**src/rtl/acc_ctrl.sv**
```systemverilog
// Accumulator controller: sequences LDA/ADD/SUB/NOT through an external 3-bit
// add/sub unit, updating the accumulator and N/Z/C/V flags.
module acc_ctrl (
  input  logic       clk,
  input  logic       rst,
  input  logic       start,
  input  logic [1:0] op,
  input  logic [2:0] operand,
  output logic [2:0] alu_a,
  output logic [2:0] alu_b,
  output logic       alu_sub,
  input  logic [2:0] alu_s,
  input  logic       alu_cout,
  output logic [2:0] acc,
  output logic       flag_n,
  output logic       flag_z,
  output logic       flag_c,
  output logic       flag_v,
  output logic       busy,
  output logic       done
);

  typedef enum logic [1:0] {
    IDLE = 2'd0,
    EXEC = 2'd1,
    DONE = 2'd2
  } state_t;

  typedef enum logic [1:0] {
    OP_LDA = 2'b00,
    OP_ADD = 2'b01,
    OP_SUB = 2'b10,
    OP_NOT = 2'b11
  } op_t;

  state_t     r_state;
  state_t     w_next;
  logic [1:0] r_op;
  logic [2:0] r_opd;
  logic [2:0] r_acc;
  logic       r_n;
  logic       r_z;
  logic       r_c;
  logic       r_v;
  logic [2:0] w_acc_new;
  logic       w_ovf;

  always_ff @(posedge clk or posedge rst) begin
    if (rst) r_state <= IDLE;
    else     r_state <= w_next;
  end

  always_comb begin
    w_next  = r_state;
    busy    = 1'b0;
    done    = 1'b0;
    alu_a   = r_acc;
    alu_b   = '0;
    alu_sub = 1'b0;
    case (r_state)
      IDLE: if (start) w_next = EXEC;
      EXEC: begin
        w_next  = DONE;
        busy    = 1'b1;
        alu_b   = r_opd;
        alu_sub = (r_op == OP_SUB);
      end
      DONE: begin
        w_next = IDLE;
        busy   = 1'b1;
        done   = 1'b1;
      end
      default: w_next = IDLE;
    endcase
  end

  always_comb begin
    w_acc_new = alu_s;
    w_ovf     = (alu_a[2] == (alu_b[2] ^ alu_sub)) && (alu_s[2] != alu_a[2]);
    case (op_t'(r_op))
      OP_LDA:  w_acc_new = r_opd;
      OP_NOT:  w_acc_new = ~r_acc;
      default: w_acc_new = alu_s;
    endcase
  end

  always_ff @(posedge clk or posedge rst) begin
    if (rst) begin
      r_op  <= '0;
      r_opd <= '0;
      r_acc <= '0;
      r_n   <= 1'b0;
      r_z   <= 1'b1;
      r_c   <= 1'b0;
      r_v   <= 1'b0;
    end else begin
      if (r_state == IDLE && start) begin
        r_op  <= op;
        r_opd <= operand;
      end
      if (r_state == EXEC) begin
        r_acc <= w_acc_new;
        r_n   <= w_acc_new[2];
        r_z   <= (w_acc_new == '0);
        // C/V only move on arithmetic ops; LDA and NOT keep them
        if (r_op == OP_ADD || r_op == OP_SUB) begin
          r_c <= alu_cout;
          r_v <= w_ovf;
        end
      end
    end
  end

  assign acc    = r_acc;
  assign flag_n = r_n;
  assign flag_z = r_z;
  assign flag_c = r_c;
  assign flag_v = r_v;

endmodule

```
**config.mk**
```make
export PLATFORM = sky130hd
export DESIGN_NAME = acc_ctrl
export DESIGN_NICKNAME = d
export VERILOG_FILES = /design/src/rtl/acc_ctrl.sv
export SDC_FILE = /design/constraint.sdc
export NUM_CORES = 1
export LEC_CHECK = 0
export ABC_AREA = 1
export CAP_MARGIN = 25
export CORE_MARGIN = 2
export CORE_UTILIZATION = 46
export CTS_CLUSTER_DIAMETER = 120
export DETAILED_ROUTE_END_ITERATION = 8
export PLACE_DENSITY = 0.82
export RECOVER_POWER = 100
export SYNTH_ARGS = -nofsm -noshare
export SYNTH_HDL_FRONTEND = slang
export SYNTH_SLANG_ARGS = --single-unit
```
**constraint.sdc**
```tcl
create_clock -name clk -period 1.9 [get_ports clk]
set_input_delay 0.475 -clock clk [delete_from_list [all_inputs] [get_ports clk]]
set_output_delay 0.475 -clock clk [all_outputs]
set_load 0.02 [all_outputs]
```
# Yosys cells after proc, flatten, opt, wreduce, memory -nomap -nowiden
# Cells that the tools add are included.
word_totals:
  ff_bits: 14
  out_inout_bits: 16
  mem_bits_ro: 0
  mem_bits_rw: 0
  latch_bits: 0
  memories: 0
classes:
  div: 0
  bitwise: 2
  n_mul: 0
  shifts: 0
  muxes: 7
  reduce_logical: 8
  magnitude_cmp: 0
  n_eq_ne: 8
  n_addsub: 0
op_table:
  columns: ["op", "count"]
  rows:
  - ["$eq 2x2->1 const B", 3]
  - ["$pmux 3 s2", 1]
  - ["$eq 2x1->1 const B", 2]
  - ["$logic_not 2->1", 2]
  - ["$pmux 2 s2", 1]
  - ["$logic_not 3->1", 1]
  - ["$mux 1", 3]
  - ["$mux 3", 1]
  - ["$not 3->3", 1]
  - ["$logic_and 1x1->1", 2]
  - ["$mux 2", 1]
  - ["$ne 2x2->1 const B", 1]
  - ["$reduce_and 2->1", 1]
  - ["$reduce_or 2->1", 1]
  - ["$eq 1x1->1", 1]
  - ["$logic_or 1x1->1", 1]
  - ["$ne 1x1->1", 1]
  - ["$xor 1x1->1", 1]

# Depth between registers and ports, before layout
# Gate-level depths: netlist (run 1).
logic_depth:
  ltp_word: 5
  mapped_depth: 9

# Worst setup path after synthesis (run 1)
# No wires, ideal clock.
synth_path:
  path_type: "flip-flop to output port"
  from: "register r_state[1]"
  to: "output alu_b[2]"
  required_ns: 1.425
  stages_incl_launch_ff: 5
  slack_ns: 0.503
  t_arrival_ns: 0.922
  path_cell_list: "dfrtp_1 -> inv_1 -> ha_1 -> nand2_1 -> inv_1"
synth_between:
  elab_chain_cells: 2
synth_rtl:
  columns: ["item", "line_no", "rtl"]
  rows:
  - ["from (decl)", "36", "state_t r_state;"]
  - ["from (signal assigned)", "50", "else r_state <= w_next;"]
  - ["$eq 2x1->1", "60", "case (r_state)"]
  - ["$mux 3", "60", null]
  - ["to (decl)", "10", "output logic [2:0] alu_b,"]
# Every way passes these cells.

# Worst setup path in the final report (run 1)
# Same ends and word-level chain as after synthesis.

==> summary.md, run 1 <==
| Metric | Value |
|---|---|
| Mapped Nets | `116` |
| Final setup TNS | `0 ns` |
| Via/cell ratio | `4.66` |
| Fin. Hold Viols | `0` |
| Worst min-delay path endpoint | `flag_z` |
| CP delay by family, top | `buffers and inverters` |
| WL per Instance | `10.5 µm` |
| Overall Power | `between 1.5 and 2 mW` |
| Worst rel slew slack | `0.666` |
| Status | `finished clean` |
| Beginning of the worst hold path | `flag_z` |
| Pwr/cell area | `1680 nW/µm²` |
| # DRC | `0` |
| Worst path required time | `1.42 ns` |
| Leak pwr | `between 0.5 and 0.6 nW` |
| Worst hold path type | `reg2reg` |
| Slew Limit Fails | `0` |
| DP HPWL | `~1200 µm` |
| Total CTS buffers | `3` |
| Crit Path Class | `reg2out` |
| CTS clock-pin slew for the worst setup and hold paths | `about 0.080 ns` |
| CP Max Fanout | `5` |
| Critical Path, Cell by Cell | `inv_1 > ha_4 > nand2_1 > inv_1 > clkdlybuf4s15_2` |
| Final ANT Viol Nets | `0` |
| Seq cells post-synth | `13` |
| Maximum VDD drop | `903 µV` |
| Die width | `44.9 µm` |
| Core footprint | `1540 µm²` |
| Crit path capture type | `primary output` |
| Filler instances | `142` |
| Setup crit start kind | `flip-flop` |
| Grt total ovfl | `0` |
| CP peak stage delay | `0.39 ns` |
| Syn Inst Count | `between 90 and 100` |
| Peak Freq | `548 MHz` |
| Final WL | `roughly 1500 µm` |
| CTS HTree Levels | `1` |
| Max_cap viols | `0` |
| Post-synth top area cell | `dfrtp_1` |
| Reg2reg path depth | `5` |
| WP buf/inv | `3` |
| Period utilization | `0.960` |
| Die area | `around 2000 µm²` |
| Skew-Pair Late Insertion Delay | `0.27 ns` |
| Vias in the first global route | `between 500 and 600` |
| Initial antenna violation count | `0` |
| Mapped cell area | `769 µm²` |
| Layout cells sized above 1 | `0.112` |
| # diodes | `0` |
| Fin crit period | `1.82 ns` |
| Slowest CP cell | `dfrtp_1` |
| Post-synth top area share | `0.390` |
| Vias | `657` |
| Final setup viols | `0` |
| DR iter-0 viols | `6` |
| Final #Nets | `146` |
| Crit path DAT | `around 1.4 ns` |
| Final Skew | `0.00211 ns` |
| Area grow syn2layout | `36.7%` |
| R2r startpoint | `r_state[1]` |
| Reg2reg end | `r_opd[0]` |
| DR pass1 iterations | `4` |
| Avg Cell Area, Syn | `8.02 µm²` |
| Share of the yosys chip area belonging to registers | `0.424` |
| First-pass GRT wire length | `2490 µm` |
| Hold depth | `2` |
| Multi-input logic area | `365 µm²` |
| Worst R2R Setup Slack | `0.45 ns` |
| GRT Total Usage | `0.169` |
| FF/Latch Area | `327 µm²` |
| I/O Pins | `28` |
| Routability congestion estimate | `approximately 0.73` |
| RSZ-0062 raised after global routing | `no` |
| Most frequent CP cell | `inv_1` |
| Synth top area cells | `dfrtp_1 (39%), nand2_1 (17%), ha_1 (13%), inv_1 (7.3%), mux2_2 (4.4%)` |
| Rows | `14` |
| Initial core utilization | `0.499` |
| Die H | `44.9 µm` |
| Ys Warns | `0` |
| Pin count of the biggest net entering global routing | `14` |
| Netlist cell types | `14` |
| I/O Buffers | `27` |
| Worst Tran Pin Value | `~0.5 ns` |
| Clock root cell | `clkbuf_4` |
| Clk sink count | `13` |
| CTS max path bufs | `2` |
| CTS tree | `done` |
cells in the final DEF, fill, tap and decap left out, drive strengths merged, types with 4 or more instances in the layout:
master	Yosys	routed
a21oi	4	4
nand2	34	34
dfrtp	12	12
dlygate4sd3	0	9
nand3	5	5
ha	8	8
clkdlybuf4s50	0	11
clkbuf	0	10
o21ai	4	4
inv	16	16
report_power, final:
| group | internal (mW) | total (mW) | switching, mW |
|---|---|---|---|
| registers | 0.416 | 0.513 | 0.0974 |
| logic | 0.451 | 1.09 | 0.640 |
| clock network | 0.0812 | 0.169 | 0.0879 |
| total | 0.948 | 1.77 | 0.825 |
stage by stage:
step	setup WS (ns)	hold slack, ns	std cells	utilization	cell area (µm²)
after global placement	-0.00371	0.458	137	0.678	1040
after CTS	0.0138	0.479	141	0.696	1070
after detailed placement	-0.0398	0.464	137	0.678	1040
after global routing	0.0151	0.510	141	0.683	1050
after floorplan	0.503	0.351	96	-	769
final	0.0752	0.473	141	0.683	1050
what timing repair did:
action	CTS	global route
buffers inserted	0	0
endpoints found under the setup margin	6	6
hold buffers	0	0
gates resized for setup	12	7
registers in the layout, summed over array words and instances (netlist names):
signal and count:
r_state 2, r_op 2, flag_z 1, flag_v 1, flag_c 1, acc 3, r_opd 3
cell usage after synthesis:
| cell type | instances |
|---|---|
| a21oi_1 | 4 |
| buf_4 | 4 |
| dfrtp_1 | 12 |
| dfstp_2 | 1 |
| ha_1 | 8 |
| inv_1 | 15 |
| inv_2 | 1 |
| mux2_2 | 3 |
| nand2_1 | 34 |
| nand3_1 | 5 |
| nor2_1 | 2 |
| o21ai_0 | 4 |
| or2_1 | 2 |
| or2_2 | 1 |
final cells by class:
type / instances / area share
clock buffer: 4 / 0.0250
multi-input combinational: 63 / 0.347
sequential: 13 / 0.310
tap: 16 / 0.0190
inverter: 16 / 0.0571
timing repair buffer: 29 / 0.241
layer usage:
metal | track usage | share of wire
met1 | 0.199 | 0.42
met2 | 0.304 | 0.52
met3 | 0.0120 | 0.040
met4 | 0.0882 | 0.013
met5 | 0 | 0
worst register-to-register path, stage by stage (launching register included):
cell      delay, ns
dfrtp_1        0.35
inv_1          0.09
clkbuf_1       0.13
ha_1           0.20
nand2_1        0.20
mux2_2         0.36
logic make-up after synthesis:
logic type	count (synthesis)	share of synthesized area
simple gates	44	0.233
fa+ha+maj	8	0.130
compound gates	8	0.0520
flops	13	0.424
mux	3	0.0439
buf+inv	20	0.117
how the worst max path moves through the flow:
stage                     slack, ns  cells after the start       end  startpoint
after floorplan                0.50                      4  alu_b[2]  r_state[1]
after global placement       -0.004                      5  alu_b[2]  r_state[1]
after detailed placement      -0.04                      5  alu_b[2]  r_state[1]
after CTS                      0.01                      1    flag_z      flag_z
after global routing           0.02                      5  alu_b[2]  r_state[1]
final                          0.08                      5  alu_b[2]  r_state[1]
(Power assumes the default switching activity.)
==> run 2, diff against run 1 <==
- SKIP_CTS_REPAIR_TIMING: default -> 1
==> run 2 against run 1 <==
  * Die area is the same
  * Critical endpoint is now acc[1]
  * Total power shrank 1.6%
  * Register-to-register slack gained 0.04 ns
  * Sequential share of layout area grew 0.53 points
  * Count of clock-buffer cells in the layout is the same
  * First-iteration DRC count grew 33%
  * Sequential power shrank 1%
  * Cell count is the same
  * Final area shrank 1.7%
  * Largest power group unchanged
==> summary.md, run 2 (synthesis results as in run 1) <==
| Metric | Value |
|---|---|
| Status | `finished clean` |
| I/O Buffers | `27 (unchanged)` |
| Rows | `14 (unchanged)` |
| Pin count of the biggest net entering global routing | `14 (unchanged)` |
| DR pass1 iterations | `4 (unchanged)` |
| DP HPWL | `1190 µm (unchanged)` |
| Peak Freq | `549 MHz (+0.23%)` |
| Max_cap viols | `0 (unchanged)` |
| FF/Latch Area | `327 µm² (unchanged)` |
| Die width | `44.9 µm (unchanged)` |
| CP peak stage delay | `0.69 ns (+0.30 ns)` |
| Skew-Pair Late Insertion Delay | `0.27 ns (about the same)` |
| Final ANT Viol Nets | `0 (unchanged)` |
| Area grow syn2layout | `34.5%` |
| Total CTS buffers | `3 (unchanged)` |
| Placed cells | `137 (unchanged)` |
| Slowest CP cell | `dlygate4sd3_1` |
| DR iter-0 viols | `8 (+2)` |
| Final WL | `1480 µm (-0.47%)` |
| CP Max Fanout | `4 (-1)` |
| Clock root cell | `clkbuf_4` |
| CTS clock-pin slew for the worst setup and hold paths | `0.08 ns (about the same)` |
| Final design utilization | `0.671 (-0.0114)` |
| Filler instances | `148 (+4.2%)` |
| Post-Layout Cell Count | `141 (unchanged)` |
| Critical Path, Cell by Cell | `dlygate4sd3_1` |
| Period utilization | `0.958 (-0.00221)` |
| WL per Instance | `10.5 µm (-0.47%)` |
| Final setup viols | `0 (unchanged)` |
| Crit path capture type | `primary output` |
| Most common cell after layout, fill and taps aside | `nand2_1` |
| Final setup margin | `0.0794 ns (+0.00421 ns)` |
| Highest-count cells in the layout ignoring fill and taps | `nand2_1 (34), inv_1 (16), dfrtp_1 (12)` |
| Via/cell ratio | `4.65 (-0.15%)` |
| CTS tree | `done` |
| Pwr/cell area | `1690 nW/µm² (+0.10%)` |
| RSZ-0062 raised after global routing | `no` |
| # DRC | `0 (unchanged)` |
| Worst path required time | `1.42 ns (about the same)` |
| Fin crit period | `1.82 ns (-0.00421 ns)` |
| Crit Path Class | `reg2out` |
| CTS max path bufs | `2 (unchanged)` |
| Slew Limit Fails | `0 (unchanged)` |
| Final Skew | `0.00574 ns (+0.00363 ns)` |
| Clk sink count | `13 (unchanged)` |
| Leak pwr | `0.570 nW (-0.35%)` |
| Maximum VDD drop | `848 µV (-6.1%)` |
| Worst rel slew slack | `0.677 (+0.0111)` |
| CP delay by family, top | `buffers and inverters` |
| WP buf/inv | `1 (-2)` |
| Final #Nets | `146 (unchanged)` |
| Worst slack, placed | `-0.0398 ns (unchanged)` |
| Final setup TNS | `0 ns (unchanged)` |
| First-pass GRT wire length | `2460 µm (-1.1%)` |
| Multi-input logic area | `355 µm² (-2.7%)` |
| Fin. Hold Viols | `0 (unchanged)` |
| GRT Total Usage | `0.167 (-0.00168)` |
| Initial antenna violation count | `0 (unchanged)` |
| Vias in the first global route | `600 (+0.50%)` |
| Initial core utilization | `0.499 (unchanged)` |
| Worst Tran Pin Value | `0.484 ns (-0.0167 ns)` |
| Die area | `2020 µm² (unchanged)` |
| Worst hold path type | `reg2reg` |
| Die H | `44.9 µm (unchanged)` |
| Routability congestion estimate | `0.732 (unchanged)` |
| Layout cells sized above 1 | `0.0800 (-0.0320)` |
| Crit path DAT | `1.35 ns (about the same)` |
| Core footprint | `1540 µm² (unchanged)` |
| CTS HTree Levels | `1 (unchanged)` |
| Grt total ovfl | `0 (unchanged)` |
| # diodes | `0 (unchanged)` |
| Setup crit start kind | `flip-flop` |
| Vias | `656 (-0.15%)` |
| I/O Pins | `28 (unchanged)` |
run 2: cell count changes in the layout (fill, tap and decap cells not counted):
cell,previous run,this run
clkbuf_1,4,8
clkbuf_2,3,0
clkdlybuf4s15_2,1,0
dlygate4sd2_1,1,0
dlymetal6s2s_1,0,1
ha_2,0,1
ha_4,1,0
run 2: worst paths after layout:
kind	cells after the start	start	slack (ns)	end
min in group asynchronous	2	rst	0.65	acc[0]
min	2	flag_z	0.48	flag_z
max reg2reg	5	r_state[1]	0.49	r_opd[0]
min reg2reg	2	flag_z	0.48	flag_z
max in group asynchronous	2	rst	0.90	flag_z
max	1	acc[1]	0.08	acc[1]
run 2: per-layer routing:
metal	up-vias	GRT usage	wire length, µm	share of wire
met5	-	0	0	0
met4	0	0.0882	24	0.016
met3	2	0.0120	58	0.039
met2	17	0.304	779	0.53
met1	290	0.194	617	0.42
li1	347	-	-	-
run 2: area by class of cell:
cell class                      instances  share of cell area
Multi-Input combinational cell         63               0.343
Sequential cell                        13               0.316
Timing Repair Buffer                   29               0.238
Inverter                               16              0.0580
Clock buffer                            4              0.0254
Tap cell                               16              0.0193
run 2: where the power goes:
group          leakage, nW  total [mW]  internal (mW)  switching, mW
Combinational        0.401        1.07          0.429          0.638
Sequential           0.154       0.507          0.416         0.0912
Clock               0.0150       0.171         0.0812         0.0901
Total                0.570        1.75          0.926          0.819
run 2: per-stage QoR:
step	area, µm²	hold WS, ns	power (mW)
after global routing	1030	0.507	1.91
after CTS	1070	0.479	1.88
after detailed placement	1040	0.464	1.70
after floorplan	769	0.351	1.29
after global placement	1040	0.458	1.66
final	1030	0.479	1.75
